`config.mk`:
```
export PLATFORM = sky130hd
export DESIGN_NAME = ipsxb_uart_tx_32bit
export DESIGN_NICKNAME = d
export VERILOG_FILES = /design/src/rtl/ipsxb_uart_tx_32bit_pkg.sv /design/src/rtl/ipsxb_uart_tx_32bit.sv
export SDC_FILE = /design/constraint.sdc
export NUM_CORES = 1
export LEC_CHECK = 0
export ABC_AREA = 1
export BUFFER_PORTS_ARGS = -buffer_cell sky130_fd_sc_hd__buf_2
export CAP_MARGIN = 25
export CORE_AREA = 2 2 48 50
export CTS_CLUSTER_DIAMETER = 100
export DETAILED_ROUTE_END_ITERATION = 12
export DIE_AREA = 0 0 50 52
export GPL_ROUTABILITY_DRIVEN = 1
export GPL_TIMING_DRIVEN = 1
export PLACE_DENSITY = 0.8
export SLEW_MARGIN = 20
export SYNTH_ARGS = -nofsm -noshare
export SYNTH_HDL_FRONTEND = slang
export SYNTH_SLANG_ARGS = --single-unit
```
`constraint.sdc`:
```
create_clock -name clk -period 3.1 [get_ports clk]
set_input_delay 0.31 -clock clk [delete_from_list [all_inputs] [get_ports clk]]
set_output_delay 0.31 -clock clk [all_outputs]
set_load 0.005 [all_outputs]
```
`src/rtl/ipsxb_uart_tx_32bit_pkg.sv`:
```
// Shared definitions for the UART transmitter: FSM state encodings, parity modes
// and the parity helper used when a byte is loaded into the shifter.
package ipsxb_uart_tx_32bit_pkg;

   localparam int PARITY_NONE = 0;
   localparam int PARITY_ODD  = 1;
   localparam int PARITY_EVEN = 2;

   typedef enum logic [2:0] {
      ST_IDLE   = 3'd0,
      ST_START  = 3'd1,
      ST_DATA   = 3'd2,
      ST_PARITY = 3'd3,
      ST_STOP   = 3'd4
   } tx_state_t;

   // Data is pre-masked to DATA_BITS, so reducing over all 8 bits is safe.
   function automatic logic parity_bit(input logic [7:0] data, input int mode);
      parity_bit = (mode == PARITY_ODD) ? ~^data : ^data;
   endfunction

endpackage

```
`src/rtl/ipsxb_uart_tx_32bit.sv`:
```
// UART transmitter: LSB-first framing with start, 5-8 data, optional parity and
// 1-2 stop bits, advanced by clk_en; a one-entry hold allows back-to-back frames.
module ipsxb_uart_tx_32bit
   import ipsxb_uart_tx_32bit_pkg::*;
#(
   parameter int DATA_BITS = 8,
   parameter int PARITY    = 0,
   parameter int STOP_BITS = 1
) (
   input  logic       clk,
   input  logic       rst_n,
   input  logic       clk_en,
   input  logic [7:0] tx_data,
   input  logic       tx_valid,
   output logic       tx_ready,
   output logic       tx_busy,
   output logic       txd
);

   localparam logic [7:0] DATA_MASK  = 8'((16'd1 << DATA_BITS) - 16'd1);
   localparam logic [2:0] LAST_BIT   = 3'(DATA_BITS - 1);
   localparam logic       LAST_STOP  = 1'(STOP_BITS - 1);
   localparam bit         HAS_PARITY = (PARITY != PARITY_NONE);

   if (DATA_BITS < 5 || DATA_BITS > 8) begin : g_bad_data_bits
      $error("ipsxb_uart_tx_32bit: DATA_BITS must be 5..8");
   end
   if (PARITY < 0 || PARITY > 2) begin : g_bad_parity
      $error("ipsxb_uart_tx_32bit: PARITY must be 0, 1 or 2");
   end
   if (STOP_BITS < 1 || STOP_BITS > 2) begin : g_bad_stop_bits
      $error("ipsxb_uart_tx_32bit: STOP_BITS must be 1 or 2");
   end

   tx_state_t  state_reg, state_next;
   logic [2:0] bit_cnt_reg, bit_cnt_next;
   logic       stop_cnt_reg, stop_cnt_next;
   logic [7:0] shift_reg, shift_next;
   logic       parity_reg, parity_next;
   logic       txd_reg, txd_next;

   logic [7:0] hold_reg;
   logic       hold_full_reg;
   logic       tx_ready_reg;
   logic       accept;
   logic       load;

   assign accept   = tx_valid & tx_ready_reg;
   assign tx_ready = tx_ready_reg;
   assign tx_busy  = (state_reg != ST_IDLE) | hold_full_reg;
   assign txd      = txd_reg;

   // Accept can only happen with the hold empty and load only with it full,
   // so the two branches never compete.
   always_ff @(posedge clk or negedge rst_n) begin
      if (!rst_n) begin
         hold_reg      <= '0;
         hold_full_reg <= 1'b0;
         tx_ready_reg  <= 1'b1;
      end else if (accept) begin
         hold_reg      <= tx_data & DATA_MASK;
         hold_full_reg <= 1'b1;
         tx_ready_reg  <= 1'b0;
      end else if (load) begin
         hold_full_reg <= 1'b0;
         tx_ready_reg  <= 1'b1;
      end
   end

   always_ff @(posedge clk or negedge rst_n) begin
      if (!rst_n) begin
         state_reg    <= ST_IDLE;
         bit_cnt_reg  <= '0;
         stop_cnt_reg <= 1'b0;
         shift_reg    <= '0;
         parity_reg   <= 1'b0;
         txd_reg      <= 1'b1;
      end else begin
         state_reg    <= state_next;
         bit_cnt_reg  <= bit_cnt_next;
         stop_cnt_reg <= stop_cnt_next;
         shift_reg    <= shift_next;
         parity_reg   <= parity_next;
         txd_reg      <= txd_next;
      end
   end

   // txd_next is the level of the bit period that begins at this clk_en edge.
   always_comb begin
      state_next    = state_reg;
      bit_cnt_next  = bit_cnt_reg;
      stop_cnt_next = stop_cnt_reg;
      shift_next    = shift_reg;
      parity_next   = parity_reg;
      txd_next      = txd_reg;
      load          = 1'b0;

      if (clk_en) begin
         case (state_reg)
            ST_IDLE: begin
               txd_next = 1'b1;
               load     = hold_full_reg;
            end
            ST_START: begin
               state_next   = ST_DATA;
               bit_cnt_next = '0;
               txd_next     = shift_reg[0];
               shift_next   = shift_reg >> 1;
            end
            ST_DATA: begin
               if (bit_cnt_reg == LAST_BIT) begin
                  if (HAS_PARITY) begin
                     state_next = ST_PARITY;
                     txd_next   = parity_reg;
                  end else begin
                     state_next    = ST_STOP;
                     stop_cnt_next = 1'b0;
                     txd_next      = 1'b1;
                  end
               end else begin
                  bit_cnt_next = bit_cnt_reg + 3'd1;
                  txd_next     = shift_reg[0];
                  shift_next   = shift_reg >> 1;
               end
            end
            ST_PARITY: begin
               state_next    = ST_STOP;
               stop_cnt_next = 1'b0;
               txd_next      = 1'b1;
            end
            ST_STOP: begin
               txd_next = 1'b1;
               if (stop_cnt_reg == LAST_STOP) begin
                  if (hold_full_reg) begin
                     load = 1'b1;
                  end else begin
                     state_next = ST_IDLE;
                  end
               end else begin
                  stop_cnt_next = stop_cnt_reg + 1'b1;
               end
            end
            default: begin
               state_next = ST_IDLE;
               txd_next   = 1'b1;
            end
         endcase

         if (load) begin
            state_next  = ST_START;
            txd_next    = 1'b0;
            shift_next  = hold_reg;
            parity_next = parity_bit(hold_reg, PARITY);
         end
      end
   end

endmodule

```
Word-level counts from Yosys, hierarchy flattened
Index checks and enable logic that the tools add are counted.
{ "word_totals": {"register_bits": 26, "latch_bits": 0, "ram_bits": 0, "mem_bits_ro": 0, "inputBits": 12, "wordCells": 59, "n_memories": 0} }
{ "classes": {"add_sub_neg": 2, "multipliers": 0, "div_mod_pow": 0, "n_lt_le_gt_ge": 0, "n_eq_ne": 12, "shifts": 0, "muxes": 25, "bitwise": 2, "n_reduce_logical": 10} }
{ "ops": {"columns": ["cell", "count"], "rows": [
  ["$mux W8", 2],
  ["$pmux W8 S2", 1],
  ["$mux W3", 5],
  ["$pmux W3 S5", 1],
  ["$mux W1", 12],
  ["$ne A3 B3 Y1 const B", 4],
  ["$reduce_and A3 Y1", 3],
  ["$reduce_bool A3 Y1", 3],
  ["$eq A3 B2 Y1 const B", 2],
  ["$eq A3 B3 Y1 const B", 2],
  ["$ne A2 B2 Y1 const B", 3],
  ["$pmux W3 S2", 1],
  ["$reduce_and A5 Y1", 1],
  ["$pmux W1 S2", 2],
  ["$reduce_bool A2 Y1", 2],
  ["$add A3 B1 Y3 const B", 1],
  ["$eq A3 B1 Y1 const B", 1],
  ["$logic_not A3 Y1", 1],
  ["$pmux W1 S3", 1],
  ["$add A1 B1 Y1 const B", 1],
  ["$and A1 B1 Y1", 1],
  ["$or A1 B1 Y1", 1]
]} }

Depth between registers and ports, before layout
{ "logic_depth": {"ltp_word": 7, "ltp_mapped": 7} }

Least setup slack after synthesis
Ideal clock, no wire load.
{ "synth_path": {"kind": "reg-to-reg", "from": "register bit_cnt_reg[0]", "to": "register shift_reg[0]", "setup_time_ns": 0.119, "arrival_ns": 1.239, "t_required_ns": 2.981, "setup_slack_ns": 1.742, "stages_incl_launch_ff": 8, "path_buffers": 1, "path_cell_list": "dfrtp_1 -> ha_1 -> ha_1 -> nand3_4 -> nand3_4 -> buf_6 -> nand3_1 -> nand2_1"} }
{ "synth_between": {"elab_chain_len": 3} }
{ "synth_rtl": {"columns": ["element", "line_no", "rtl"], "rows": [
  ["start, declared", "ipsxb_uart_tx_32bit.sv:36", "logic [2:0] bit_cnt_reg, bit_cnt_next;"],
  ["start signal, assigned", "ipsxb_uart_tx_32bit.sv:80", "bit_cnt_reg <= bit_cnt_next;"],
  ["$eq A3 B3 Y1", "ipsxb_uart_tx_32bit.sv:111", "if (bit_cnt_reg == LAST_BIT) begin"],
  ["$ne A3 B3 Y1 (no source line)", null, null],
  ["$reduce_and A3 Y1 (no source line)", null, null],
  ["end signal, assigned", "ipsxb_uart_tx_32bit.sv:82", "shift_reg <= shift_next;"],
  ["end, declared", "ipsxb_uart_tx_32bit.sv:38", "logic [7:0] shift_reg, shift_next;"]
]} }
Every way passes these cells.
A chain may end at the register's enable or synchronous reset.

Worst setup path after layout
{ "layout_path": {"from": "register state_reg[1]", "to": "output tx_busy"} }
{ "layout_between": {"elab_chain_len": 2} }
{ "layout_rtl": {"columns": ["element", "line_no", "rtl"], "rows": [
  ["start, declared", "ipsxb_uart_tx_32bit.sv:35", "tx_state_t state_reg, state_next;"],
  ["start signal, assigned", "ipsxb_uart_tx_32bit.sv:79", "state_reg <= state_next;"],
  ["$reduce_bool A3 Y1", "ipsxb_uart_tx_32bit.sv:50", "assign tx_busy = (state_reg != ST_IDLE) | hold_full_reg;"],
  ["$or A1 B1 Y1", "ipsxb_uart_tx_32bit.sv:50", null],
  ["end, declared", "ipsxb_uart_tx_32bit.sv:16", "output logic tx_busy,"]
]} }
Every way passes these cells.

==> flow_summary.json <==
{
  "synth_edf_count": 0,
  "grt_pass1_wl_um": 3740,
  "globalRouteTotalUtil_pct": 18.9,
  "area_growth_pct": 9.19,
  "cts_tree": "done",
  "drv_slew": 0,
  "synth_warnings": 0,
  "hold_class": "input port to flop",
  "post-route-drc-count": 0,
  "crit_arrival_ps": 1340,
  "async_flop_share_pct": 100,
  "syn_inst": 144,
  "port_buffers": 14,
  "r2r_slack_ps": 1640,
  "antenna_cells": 0,
  "wire_per_inst_um": 11.5,
  "synth_nets": 158,
  "finalCritPeriodShare_pct": 53.1,
  "irDropWorstVdd_v": 0.000564,
  "synth_cell_types": 20,
  "cp_max_fo": 10,
  "finalCriticalPeriod_ps": 1650,
  "end_kind": "output port",
  "gp_congestion": 0.833,
  "drtIter0Drc": 23,
  "worstSetupStartpoint": "state_reg[1]",
  "yosysSeqAreaShare_pct": 51.9,
  "synth_area_um2": 1210,
  "vias_per_cell": 5.26,
  "drt_wl_total_um": 2130,
  "setup_viol": 0,
  "max_freq_ghz": 0.607,
  "dr.pass1.iters": 5,
  "cap_violations": 0,
  "tns_ps": 0,
  "layout.nets": 173,
  "rsz0062_at_grt": "no",
  "die_w_um": 50,
  "p_leak_uw": 0.000721,
  "tightest_slew_ps": 552,
  "r2r_end": "bit_cnt_reg[1]",
  "path_class": "flop to output port",
  "drive_gt1_share_pct": 16.5,
  "grt_antenna_before_repair": 0,
  "cp-endpoint": "tx_busy",
  "cts.sinks": 25,
  "grt_overflow": 0,
  "setup_ws_ps": 1450,
  "core_um2": 2110,
  "grt_pass1_vias": 875,
  "cp_data_required_time_ps": 2790,
  "relSlewSlack_pct": 63.2,
  "postCtsSetupBuffers": 0,
  "r2r-start": "bit_cnt_reg[0]",
  "ys_seq_elements": 25,
  "cts.repair.resized": 0,
  "num_io_pins": 15,
  "powerDensity_nw_per_um2": 934,
  "ys.flop_type": "dfrtp_1",
  "postRouteAntennaNets": 0,
  "vias": 978,
  "clkTransAtPathRegs_ps": 130,
  "numCtsBuffers": 3,
  "hpwl_um": 1500,
  "clock-skew-final_ps": 1.09,
  "h-tree-depth": 1,
  "cts_root_buf": "clkbuf_4",
  "grt_max_degree": 26,
  "rr_worst_depth": 5,
  "dpl_worst_slack_ps": 1660,
  "hold_viol_final": 0,
  "initial_utilization_pct": 57.5,
  "insertion_delay_ps": 320,
  "rows": 17,
  "avgSynthCellArea_um2": 8.41,
  "dieHeight_um": 52,
  "fp.dieArea_um2": 2600,
  "clockBufferDepth": 2,
  "worst_setup_path_start_kind": "flop",
  "status": "finished, final reports clean"
}
Yosys cell counts (2+ instances only):
master,count,area [um^2]
nand2_1,57,214
dfrtp_1,23,576
nand3_1,21,105
inv_1,7,26.3
nand4_1,7,43.8
o21ai_0,6,30.0
nor2_1,4,15.0
buf_2,3,15.0
dfstp_2,2,52.6
ha_1,2,25.0
nand3_4,2,35.0
nor2_4,2,22.5
metrics by stage:
step                      cell area, um^2  util (%)  hold WS (ps)  power (uW)  std cells
final                                1320      62.8           176        1240        186
after global routing                 1320      62.8           166        1350        186
after global placement               1290      61.1           323        1080        181
after CTS                            1320      62.8           169        1240        186
after floorplan                      1210         -          14.4         986        144
after detailed placement             1290      61.1           329        1100        181
per-layer routing:
layer | vias to the layer above | part of all wire, % | GRT usage [%] | wire [um]
li1 | 501 | - | - | -
met1 | 449 | 47 | 24.8 | 1010
met2 | 24 | 47 | 31.4 | 1010
met3 | 4 | 4.3 | 2.59 | 92
met4 | 0 | 1.3 | 8.33 | 27
met5 | - | 0 | 0 | 0
where the power goes:
group | switching, uW | internal [uW]
clock network | 92.9 | 50.4
logic | 320 | 184
registers | 109 | 479
total | 522 | 714
cell type report:
cell class                      instances  area, um^2
Clock buffer                            4        26.3
Fill cell                             180         783
Inverter                                8        30.0
Multi-Input combinational cell        106         523
Sequential cell                        25         628
Tap cell                               28        35.0
Timing Repair Buffer                   15        80.1
timing repair:
action / CTS / global route
hold endpoints to repair: 23 / 0
endpoints found under the setup margin: 0 / 0
hold buffers: 1 / 0
worst min-delay path by stage:
stage,from,end,slack [ps],depth (start not counted)
final,tx_data[6],hold_reg[6],180,3
after CTS,tx_data[1],hold_reg[1],170,3
after global routing,tx_data[0],hold_reg[0],170,3
after detailed placement,rst_n,state_reg[2],330,1
after floorplan,rst_n,bit_cnt_reg[0],10,0
after global placement,rst_n,state_reg[2],320,1
cell usage in the layout, fill, tap and decap left out, types with 3 or more instances in the layout:
cell type	count
nand2_1	57
dfrtp_1	23
nand3_1	21
buf_2	14
inv_1	7
nand4_1	7
o21ai_0	6
nor2_1	4
clkbuf_4	3
cell families (layout without fill, tap and decap cells):
kind of cell,after synthesis,in the layout,share of synthesized area [%]
DFF,25,25,51.9
adders and majority gates,2,2,2.07
AOI/OAI and AO/OA,8,8,3.51
and+or+nand+nor,96,96,37.6
buffers and inverters,13,27,4.96
worst max-delay path, stage by stage (launching register included):
cell,delay [ps]
dfrtp_1,460
nor2_4,220
nand3_1,170
buf_2,170
Note: power is estimated with default switching activity, not from simulation.
